**src/rtl/multi_clock_divider.sv**
```systemverilog
// multi_clock_divider: per-channel programmable clock divider with tick strobes and glitch-free divisor reload
//   Clk_In/Reset : system clock, synchronous active-high reset
//   Enable       : per-channel run enable (1-cycle latency)
//   Sync         : restart every channel at phase 0 and apply pending divisors
//   Load_*       : valid/ready divisor load into a channel's shadow register
//   Clk_Out/Tick : registered divided clocks and period-start strobes
module multi_clock_divider #(
  parameter int CHANNELS = 4,
  parameter int WIDTH = 16,
  parameter int DEFAULT_DIV = 2,
  localparam int CW = (CHANNELS > 1) ? $clog2(CHANNELS) : 1
) (
  input  logic                Clk_In,
  input  logic                Reset,
  input  logic [CHANNELS-1:0] Enable,
  input  logic                Sync,
  input  logic                Load_Valid,
  input  logic [CW-1:0]       Load_Chan,
  input  logic [WIDTH-1:0]    Load_Div,
  output logic                Load_Ready,
  output logic [CHANNELS-1:0] Clk_Out,
  output logic [CHANNELS-1:0] Tick
);
  logic [CHANNELS-1:0] pend;
  logic [WIDTH-1:0] ld_div;
  assign ld_div = (Load_Div < WIDTH'(2)) ? WIDTH'(2) : Load_Div;
  // out-of-range channels keep the default of 1 so their loads are swallowed
  always_comb begin
    Load_Ready = 1'b1;
    for (int i = 0; i < CHANNELS; i++)
      if (Load_Chan == CW'(i)) Load_Ready = Reset | ~pend[i];
  end
  for (genvar g = 0; g < CHANNELS; g++) begin : g_ch
    logic [WIDTH-1:0] d_q, d_d, s_q, s_d, cnt_q, cnt_d;
    logic pend_q, pend_d, run_q, run_d, clk_q, clk_d, tick_q, tick_d;
    logic ld, wrap, apply;
    always_comb begin
      ld = Load_Valid & Load_Ready & (Load_Chan == CW'(g));
      wrap = run_q & Enable[g] & (cnt_q == d_q - WIDTH'(1));
      apply = Sync | ~Enable[g] | wrap;
      run_d = Enable[g];
      // routing the load through s_d lets a load on an apply edge take effect at once
      s_d = ld ? ld_div : s_q;
      d_d = apply ? s_d : d_q;
      pend_d = ~apply & (ld | pend_q);
      cnt_d = (apply | ~run_q) ? '0 : cnt_q + WIDTH'(1);
      // high for ceil(D/2) cycles; computed without an extra bit so D = 2^WIDTH-1 is safe
      clk_d = run_d & (cnt_d < (d_d >> 1) + WIDTH'(d_d[0]));
      tick_d = run_d & (cnt_d == '0);
    end
    always_ff @(posedge Clk_In) begin
      if (Reset) begin
        d_q <= WIDTH'(DEFAULT_DIV);
        s_q <= WIDTH'(DEFAULT_DIV);
        pend_q <= 1'b0;
        cnt_q <= '0;
        run_q <= 1'b0;
        clk_q <= 1'b0;
        tick_q <= 1'b0;
      end else begin
        d_q <= d_d;
        s_q <= s_d;
        pend_q <= pend_d;
        cnt_q <= cnt_d;
        run_q <= run_d;
        clk_q <= clk_d;
        tick_q <= tick_d;
      end
    end
    assign pend[g] = pend_q;
    assign Clk_Out[g] = clk_q;
    assign Tick[g] = tick_q;
  end
endmodule

```
**config.mk**
```make
export PLATFORM = sky130hd
export DESIGN_NAME = multi_clock_divider
export DESIGN_NICKNAME = d
export VERILOG_FILES = /design/src/rtl/multi_clock_divider.sv
export SDC_FILE = /design/constraint.sdc
export NUM_CORES = 1
export LEC_CHECK = 0
export ABC_AREA = 1
export BUFFER_PORTS_ARGS = -buffer_cell sky130_fd_sc_hd__buf_2
export CAP_MARGIN = 20
export CORE_UTILIZATION = 30
export CTS_BUF_LIST = sky130_fd_sc_hd__clkbuf_2 sky130_fd_sc_hd__clkbuf_4 sky130_fd_sc_hd__clkbuf_8
export DETAILED_ROUTE_END_ITERATION = 8
export PLACE_DENSITY_LB_ADDON = 0.1
export SYNTH_ARGS = -nofsm -noshare
export SYNTH_HDL_FRONTEND = slang
export SYNTH_SLANG_ARGS = --single-unit
```
**constraint.sdc**
```tcl
create_clock -name Clk_In -period 9.55 [get_ports Clk_In]
set_input_delay 0.4775 -clock Clk_In [delete_from_list [all_inputs] [get_ports Clk_In]]
set_output_delay 0.4775 -clock Clk_In [all_outputs]
set_load 0.02 [all_outputs]
```
# After elaboration in Yosys (flattened, before gate mapping)
# Cells that the tools add are included.
word_totals:
  reg_bits: 208
  latchBits: 0
  ram_bits: 0
  rom_bits: 0
  inputBits: 26
  out_inout_bits: 9
  elab_cells: 135
  mem_count: 0
classes:
  n_addsub: 12
  multipliers: 0
  div: 0
  order_cmp: 5
  eq_ne: 7
  n_shift: 0
  mux: 17
  n_bitwise: 61
  reduce_logical: 5
op_table:
  columns: ["op", "count"]
  rows:
  - ["two-way mux 16 bit", 13]
  - ["adder 15 x 1 -> 16 bit", 4]
  - ["adder 16 x 1 -> 16 bit (second input constant)", 4]
  - ["equality test 16 bit", 4]
  - ["zero test 16 bit", 4]
  - ["less-than comparator 16 bit", 4]
  - ["subtractor 16 x 1 -> 16 bit (second input constant)", 4]
  - ["bitwise AND 1 bit", 25]
  - ["OR 1 bit", 20]
  - ["less-than comparator 16 x 2 -> 1 bit (second input constant)", 1]
  - ["inverter 1 bit", 16]
  - ["equality test 2 bit (second input constant)", 2]
  - ["two-way mux 1 bit", 4]
  - ["equality test 2 x 1 -> 1 bit (second input constant)", 1]
  - ["zero test 2 bit", 1]

# Depth between registers and ports, before layout
# Gate-level depths: netlist (run 1).
logic_depth:
  word_depth: 13
  mapped_depth: 33
  depth_no_buf: 31

# Least setup slack after synthesis (run 1)
# OpenSTA, ideal clock, no wires.
synth_timing:
  path_type: "reg-to-reg"
  startpoint: "register g_ch[0].d_q[0]"
  endpoint: "register g_ch[0].clk_q"
  setup_ps: 120
  t_arrival_ps: 3687
  required_ps: 9430
  setup_slack_ps: 5743
  path_stages_with_launch: 29
  path_buffers: 2
  period_less_slack_ps: 3807
  cell_sequence: "dfxtp_1 -> inv_1 -> ha_1 -> nand2_1 -> nor2_2 -> nand2_1 -> xor2_1 -> nand3_2 -> nor2_2 -> nand2_4 -> nand2_8 -> buf_6 -> buf_4 -> nor2_1 -> a31oi_1 -> ha_1 -> ha_1 -> nand3_2 -> nor2_4 -> nand2_1 -> nor2_1 -> nand3_1 -> nand2_1 -> nand2_1 -> ha_1 -> nand2_1 -> o21a_1 -> o211ai_1 -> a21oi_1"
synth_via:
  elab_chain_cells: 8
  word_cells_on_any_way: 10
  cone_classes: "add/sub (2); order compare (1); eq/ne (1); mux (2); bitwise (4)"
synth_lines:
  columns: ["item", "line", "source"]
  rows:
  - ["start, declared", "34", "logic [WIDTH-1:0] d_q, d_d, s_q, s_d, cnt_q, cnt_d;"]
  - ["start signal, assigned", "53", "d_q <= WIDTH'(DEFAULT_DIV);"]
  - ["subtractor 16 x 1 -> 16 bit", "39", "wrap = run_q & Enable[g] & (cnt_q == d_q - WIDTH'(1));"]
  - ["equality test 16 bit", "39", null]
  - ["bitwise AND 1 bit", "39", null]
  - ["OR 1 bit", "40", "apply = Sync | ~Enable[g] | wrap;"]
  - ["two-way mux 16 bit", "44", "d_d = apply ? s_d : d_q;"]
  - ["via g_ch[0].d_d[1]", "34", null]
  - ["adder 15 x 1 -> 16 bit", "48", "clk_d = run_d & (cnt_d < (d_d >> 1) + WIDTH'(d_d[0]));"]
  - ["less-than comparator 16 bit", "48", null]
  - ["bitwise AND 1 bit", "48", null]
  - ["end signal, assigned", "66", "clk_q <= clk_d;"]
  - ["end, declared", "35", "logic pend_q, pend_d, run_q, run_d, clk_q, clk_d, tick_q, tick_d;"]
# The timed path passes the listed nets, and every way through them passes these cells.
# A chain may end at the register's enable or synchronous reset.

# Final worst setup path (run 1)
layout_timing:
  startpoint: "register g_ch[3].d_q[0]"
  endpoint: "register g_ch[3].clk_q"
layout_via:
  elab_chain_cells: 8
  word_cells_on_any_way: 10
  cone_classes: "add/sub (2); order compare (1); eq/ne (1); mux (2); bitwise (4)"
layout_lines:
  columns: ["item", "line"]
  rows:
  - ["start, declared", "34"]
  - ["start signal, assigned", "53"]
  - ["subtractor 16 x 1 -> 16 bit", "39"]
  - ["equality test 16 bit", "39"]
  - ["bitwise AND 1 bit", "39"]
  - ["OR 1 bit", "40"]
  - ["two-way mux 16 bit", "44"]
  - ["via g_ch[3].d_d[1]", "34"]
  - ["adder 15 x 1 -> 16 bit", "48"]
  - ["less-than comparator 16 bit", "48"]
  - ["bitwise AND 1 bit", "48"]
  - ["end signal, assigned", "66"]
  - ["end, declared", "35"]
# The timed path passes the listed nets, and every way through them passes these cells.

==> qor.log, run 1 <==
qor: grt.grt_first_pass_wirelength 67800 um
qor: timing.post-route-min-period 4280 ps
qor: synthesis.seq_area_frac_synth 29.3%
qor: power_and_ir_drop.switching_fraction_of_total_power 29.9%
qor: critical_path.cp.required 10090 ps
qor: routing.detailedRoute.firstIterationViolations 514
qor: floorplan.design.portCount 35
qor: layout.diode_count 0
qor: synthesis.synth_largest_type_area_fraction 29.3%
qor: floorplan.std_cell_rows 79
qor: synthesis.yosysWarningCount 0
qor: grt.largest_net_degree_at_the_start_of_global_routing 74
qor: power_and_ir_drop.cellPowerDensity 151 mW/mm2
qor: flow_run.max_cap_violations 0
qor: routing.post-route-drc-count 3
qor: routing.postRouteAntennaNets 0
qor: synthesis.synth_area_per_cell 6.49 um2
qor: timing.max_freq 233 MHz
qor: synthesis.synth-edff-count 0
qor: place.place.detailed.hpwl 32900 um
qor: power_and_ir_drop.cell_internal_pwr 1680 uW
qor: cts.clk_path_buf_depth 3
qor: routing.num_vias 13100
qor: floorplan.die-width 220 um
qor: grt.grt.overflow.total 0
qor: grt.number_of_antenna_violations_at_the_first_check_in_global_routing 1
qor: cts.cts-resized-gates 0
qor: place.input_output_buffers 34
qor: grt.gr-usage-all-layers 18.0%
qor: synthesis.post_synth_top_area_cell sky130_fd_sc_hd__dfxtp_1
qor: synthesis.mappedNetlistNets 2294
qor: layout.areaGrowthSynthToFinish 11.0%
qor: cts.cts-buffers-inserted 44
qor: synthesis.ys_seq_elements 208
qor: timing.final-setup-viol-count 0
qor: cts.path_clk_slew 60 ps
qor: cts.insertion_delay 600 ps
qor: timing.fin_crit_sh 44.9%
qor: power_and_ir_drop.worst_ir_drop_vdd 0.0000985 V
qor: place.finalWeightedCongestion 0.887
qor: floorplan.die-area 0.0483 mm2
qor: timing.grt_setup_unrepaired no
qor: layout.drive_above_1_share 11.3%
qor: timing.hold_violations 0
qor: synthesis.synth_cell_types 54
qor: layout.area_of_combinational_cells_with_multiple_inputs 0.00861 mm2
qor: layout.count_of_fill_cells_added_during_filler_insertion 5273
qor: critical_path.path_max_fanout 38
qor: layout.layout.area.seq 0.00416 mm2
qor: timing.slew-limit-headroom 44.1%
qor: power_and_ir_drop.clock_power_share 45.4%
qor: routing.drt-vias-per-instance 4.58
qor: timing.slew_viol_final 0
qor: floorplan.start_util 30.5%
qor: cts.cts_setup_buffers 0
qor: synthesis.synth.cells.most_frequent sky130_fd_sc_hd__nand2_1, sky130_fd_sc_hd__nor2_1, sky130_fd_sc_hd__inv_1, sky130_fd_sc_hd__dfxtp_1, sky130_fd_sc_hd__nand3_1
qor: grt.number_of_global_route_vias_before_repair 12700
qor: routing.drtPass1Iterations 7
qor: routing.avgRoutedWirePerCell 14.8 um
qor: cts.cts.sinks 208
qor: timing.clock_skew 17.0 ps
qor: run_status.violations design-rule violations
qor: synthesis.synth.area.top_cells sky130_fd_sc_hd__dfxtp_1, sky130_fd_sc_hd__nand2_1, sky130_fd_sc_hd__nor2_1
qor: cts.cts_tree done
qor: floorplan.die-height 220 um
qor: routing.drt_wl_total 42400 um
qor: place.pre_cts_ws 4750 ps
qor: critical_path.worstSetupPathType reg2reg
qor: critical_path.max_stage_delay 360 ps
qor: run_status.run_status finished, violations left
qor: power_and_ir_drop.sequentialPowerShare 39.1%
qor: power_and_ir_drop.static-leakage-power 0.00750 uW
qor: power_and_ir_drop.p_comb_share 15.5%
qor: cts.clockRootBuffer sky130_fd_sc_hd__clkbuf_8
qor: critical_path.worst_setup_ep_type register
qor: synthesis.async_reset_ff_share 0%
qor: floorplan.floorplan.core_area 0.0467 mm2
qor: synthesis.synthCells 2192
qor: timing.layout_setup_ws 5270 ps
qor: layout.final_nets 2320
qor: timing.totalNegativeSetupSlack 0 ps
qor: critical_path.worstSetupStartpointType register
qor: cts.number_of_h_tree_levels 2
qor: critical_path.critPathSlowestCell sky130_fd_sc_hd__buf_4
qor: hold_path.hold_path_class in2reg
qor: cts.cts.hold.buffers_added 0
qor: power_and_ir_drop.power.switching 715 uW
qor: synthesis.synth.cell_area 0.0142 mm2
qor: synthesis.yosys.cell_count.top_type sky130_fd_sc_hd__nand2_1
qor: critical_path.critical_path.most_common_cell sky130_fd_sc_hd__nand2_1
qor: synthesis.dominantRegCellSynth sky130_fd_sc_hd__dfxtp_1
qor: timing.worst_slew_pin_slew 831 ps
qor: critical_path.cp.arrival 4820 ps
==> registers in the layout, summed over array words and instances (netlist names) <==
| signal | flops |
|---|---|
| g_ch.d_q | 64 |
| g_ch.run_q | 4 |
| g_ch.clk_q | 4 |
| g_ch.cnt_q | 64 |
| g_ch.s_q | 64 |
| g_ch.pend_q | 4 |
| g_ch.tick_q | 4 |
==> logic make-up (layout without fill, tap and decap cells) <==
family | after synthesis | after routing | synth area share (%)
flip-flops | 208 | 208 | 29.3
AO/OA/AOI/OAI | 212 | 212 | 8.65
XOR/XNOR | 95 | 95 | 5.94
AND/OR/NAND/NOR | 1258 | 1258 | 39.2
buffers and inverters | 343 | 402 | 10.2
adder cells (fa/ha/maj) | 76 | 76 | 6.68
==> per-layer routing <==
layer,up-vias,routed length (um),GRT usage [%],part of all wire (%)
li1,6993,-,-,-
met1,5881,20800,23.9,49
met2,167,19200,29.9,45
met3,56,1600,3.22,3.8
met4,0,825,4.53,1.9
met5,-,0,0,0
==> power by group through the flow <==
stage,logic (uW),clock network [uW],registers (uW)
3_5_place_dp,375,0,955
6_report,372,1080,936
4_1_cts,377,1130,936
5_1_grt,430,1170,939
2_1_floorplan,295,0,939
3_3_place_gp,373,0,955
==> critical path: cells and delay by family, from the launching register on <==
kind | cells | cell delay, ps
AOI/OAI and AO/OA | 3 | 450
adders and majority gates | 4 | 940
buffers and inverters | 5 | 650
DFF | 1 | 330
and+or+nand+nor | 17 | 1820
==> path summary, 6_finish.rpt <==
kind	slack (ps)	from	depth (start not counted)	end
worst max-delay path	5270	g_ch[3].d_q[0]$_SDFF_PP0_	29	g_ch[3].clk_q$_SDFF_PP0_
worst min-delay path	190	Enable[2]	3	g_ch[2].run_q$_SDFF_PP0_
worst max register to register	5270	g_ch[3].d_q[0]$_SDFF_PP0_	29	g_ch[3].clk_q$_SDFF_PP0_
worst min register to register	470	g_ch[3].s_q[1]$_SDFF_PP1_	2	g_ch[3].s_q[1]$_SDFF_PP1_
==> area by class of cell <==
cell class / instances / share of cell area [%]
Clock buffer: 75 / 5.82
Multi-Input combinational cell: 1641 / 54.5
Clock inverter: 4 / 0.444
Inverter: 286 / 6.81
Sequential cell: 208 / 26.4
Timing Repair Buffer: 37 / 1.26
Tap cell: 607 / 4.81
==> cells in the final DEF (no fill, tap or decap), types with 28 or more instances in the layout <==
master                     netlist  routed
sky130_fd_sc_hd__clkbuf_8        0      57
sky130_fd_sc_hd__o21ai_0        68      68
sky130_fd_sc_hd__nand2_1       549     549
sky130_fd_sc_hd__xor2_1         71      71
sky130_fd_sc_hd__dfxtp_1       208     208
sky130_fd_sc_hd__buf_2           7      33
sky130_fd_sc_hd__nor2_1        363     363
sky130_fd_sc_hd__nand3_1       125     125
sky130_fd_sc_hd__inv_1         259     259
sky130_fd_sc_hd__a21oi_1        29      29
sky130_fd_sc_hd__ha_1           76      76
sky130_fd_sc_hd__o21ai_1        61      61
sky130_fd_sc_hd__nor3_1         63      63
sky130_fd_sc_hd__nor2_2         28      28
==> stage by stage <==
step / util (%) / cell area (um2) / total power [uW] / instances / hold slack, ps
6_report: 33.9 / 15800 / 2390 / 2858 / 192
5_1_grt: 33.9 / 15800 / 2540 / 2858 / 174
4_1_cts: 33.9 / 15800 / 2440 / 2858 / 151
3_5_place_dp: 31.7 / 14800 / 1330 / 2779 / 459
3_3_place_gp: 31.7 / 14800 / 1330 / 2779 / 459
2_1_floorplan: - / 14200 / 1230 / 2192 / 437
No activity file was read; power rests on OpenSTA's default activity.
==> run 2, diff against run 1 <==
Clock period 9.55 ns to 4.3 ns, I/O delays scaled along.
==> run 2 against run 1 <==
- the run still ends with design-rule violations left
- sequential share of layout area shrank 0.72 points
- total power increased by 130%
- combinational power rose by 130%
- critical path depth shrank 2
- register-to-register slack lost 4900 ps
- die area did not move
- core utilization up 0.97 points
- setup slack got worse by 4900 ps
- flip-flop and latch count stayed put
- first-iteration DRC count grew 17%
- cell area increased by 2.9%
- final cell count rose by 1.0%
- highest routed layer is now met5
==> qor.log, run 2 (synthesis results as in run 1) <==
qor: place.finalWeightedCongestion 0.897
qor: power_and_ir_drop.static-leakage-power 0.00770 uW
qor: flow_run.max_cap_violations 0
qor: timing.slew-limit-headroom 46.6%
qor: power_and_ir_drop.switching_fraction_of_total_power 29.2%
qor: cts.clk_path_buf_depth 3
qor: power_and_ir_drop.p_comb_share 15.5%
qor: timing.fin_crit_sh 91.8%
qor: layout.count_of_fill_cells_added_during_filler_insertion 5152
qor: power_and_ir_drop.power.switching 1620 uW
qor: grt.grt_first_pass_wirelength 68500 um
qor: timing.max_freq 253 MHz
qor: critical_path.cp.required 4830 ps
qor: cts.cts-buffers-inserted 43
qor: grt.largest_net_degree_at_the_start_of_global_routing 121
qor: timing.hold_violations 0
qor: cts.path_clk_slew 60 ps
qor: critical_path.cp.arrival 4480 ps
qor: grt.gr-usage-all-layers 18.1%
qor: layout.reg.largest.list g_ch.cnt_q x64, g_ch.d_q x64, g_ch.s_q x64
qor: hold_path.hold_path_class in2reg
qor: power_and_ir_drop.worst_ir_drop_vdd 0.000210 V
qor: layout.postLayoutCellArea 0.0162 mm2
qor: power_and_ir_drop.cell_internal_pwr 3940 uW
qor: grt.grt.overflow.total 0
qor: place.place.detailed.hpwl 33100 um
qor: layout.final_core_utilization 34.8%
qor: critical_path.worstSetupStartpointType register
qor: place.dpl_cell_area 0.0149 mm2
qor: timing.final-setup-viol-count 0
qor: critical_path.path_max_fanout 6
qor: critical_path.worstSetupPathType reg2reg
qor: cts.number_of_h_tree_levels 2
qor: timing.slew_viol_final 0
qor: layout.areaGrowthSynthToFinish 14.2%
qor: power_and_ir_drop.cellPowerDensity 342 mW/mm2
qor: cts.cts_tree done
qor: routing.num_vias 13200
qor: floorplan.start_util 30.5%
qor: run_status.run_status finished, violations left
qor: critical_path.critPathSlowestCell sky130_fd_sc_hd__a2111oi_0
qor: cts.insertion_delay 600 ps
qor: place.input_output_buffers 34
qor: layout.diode_count 0
qor: routing.drt_wl_total 42600 um
qor: routing.avgRoutedWirePerCell 14.7 um
qor: floorplan.floorplan.core_area 0.0467 mm2
qor: floorplan.die-height 220 um
qor: floorplan.std_cell_rows 79
qor: routing.drt-vias-per-instance 4.58
qor: floorplan.die-area 0.0483 mm2
qor: timing.grt_setup_unrepaired yes
qor: critical_path.max_stage_delay 370 ps
qor: layout.final_nets 2350
qor: routing.postRouteAntennaNets 0
qor: layout.layout.cells.most_common sky130_fd_sc_hd__nand2_1
qor: floorplan.die-width 220 um
qor: critical_path.worst_setup_ep_type register
qor: timing.clock_skew 17.0 ps
qor: grt.number_of_global_route_vias_before_repair 12800
qor: floorplan.design.portCount 35
qor: cts.cts.sinks 208
qor: cts.clockRootBuffer sky130_fd_sc_hd__clkbuf_8
qor: routing.drtPass1Iterations 7
qor: routing.detailedRoute.firstIterationViolations 601
qor: routing.post-route-drc-count 4
qor: layout.drive_above_1_share 12.8%
qor: grt.number_of_antenna_violations_at_the_first_check_in_global_routing 1
qor: timing.post-route-min-period 3950 ps
qor: layout.final_cell_mix sky130_fd_sc_hd__nand2_1, sky130_fd_sc_hd__nor2_1, sky130_fd_sc_hd__inv_1, sky130_fd_sc_hd__dfxtp_1, sky130_fd_sc_hd__nand3_1
qor: timing.worst_slew_pin_slew 801 ps
qor: run_status.violations design-rule violations
qor: power_and_ir_drop.clock_power_share 47.2%
qor: critical_path.critical_path.most_common_cell sky130_fd_sc_hd__nand2_1
qor: power_and_ir_drop.sequentialPowerShare 37.3%
==> run 2: critical path, delay by kind of cell, from the launching register on <==
| kind | cells | cell delay (ps) |
|---|---|---|
| compound gates | 4 | 900 |
| fa+ha+maj | 4 | 870 |
| buf+inv | 1 | 170 |
| flops | 1 | 330 |
| simple gates | 18 | 1580 |
==> run 2: layout make-up <==
class / count / area (um2) / area share [%]
clock inverters: 17 / 260 / 1.60
flip-flops and latches: 208 / 4170 / 25.6
clock buffers: 61 / 815 / 5.01
inverters: 286 / 1080 / 6.62
multi-input cells: 1641 / 8700 / 53.5
well taps: 607 / 759 / 4.67
repair buffers: 68 / 475 / 2.93
==> run 2: final timing paths <==
check                       startpoint                         to  slack, ps  depth (start not counted)
max reg2reg  g_ch[1].d_q[0]$_SDFF_PP0_   g_ch[1].clk_q$_SDFF_PP0_        350                         27
min                        Load_Div[8]  g_ch[3].s_q[8]$_SDFF_PP0_         50                          3
min reg2reg  g_ch[1].s_q[1]$_SDFF_PP1_  g_ch[1].s_q[1]$_SDFF_PP1_        470                          2
max          g_ch[1].d_q[0]$_SDFF_PP0_   g_ch[1].clk_q$_SDFF_PP0_        350                         27
==> run 2: repair_timing <==
action                                  CTS  global route
endpoints found under the setup margin    0             4
endpoints found under the hold margin     8             0
setup buffers                             0            10
hold buffers                              8             0
resized for setup                         0            25
==> run 2: layer usage <==
metal / share of wire (%) / vias to the layer above / wire, um / global-route usage [%]
li1: - / 7076 / - / -
met1: 48 / 5920 / 20600 / 23.8
met2: 45 / 165 / 19300 / 29.8
met3: 3.6 / 64 / 1520 / 2.87
met4: 2.7 / 2 / 1130 / 6.41
met5: 0.023 / - / 10 / 0
==> run 2: power groups by stage <==
stage | clock network (uW) | registers (uW) | logic, uW
global placement | 0 | 2120 | 841
floorplan | 0 | 2090 | 655
global route | 2800 | 2090 | 986
detailed placement | 0 | 2120 | 843
CTS | 2730 | 2080 | 854
finish | 2620 | 2080 | 859
==> run 2: per-stage QoR <==
step | hold slack, ps | total power [uW] | TNS (ps) | worst slack (ps) | cells
finish | 52.6 | 5560 | 0 | 351 | 2888
global route | 58.8 | 5870 | -11.3 | -11.3 | 2888
CTS | 0.104 | 5660 | 0 | 44.5 | 2878
detailed placement | 459 | 2960 | 0 | 68.8 | 2792
global placement | 456 | 2960 | 0 | 72.9 | 2792
floorplan | 356 | 2740 | 0 | 493 | 2192
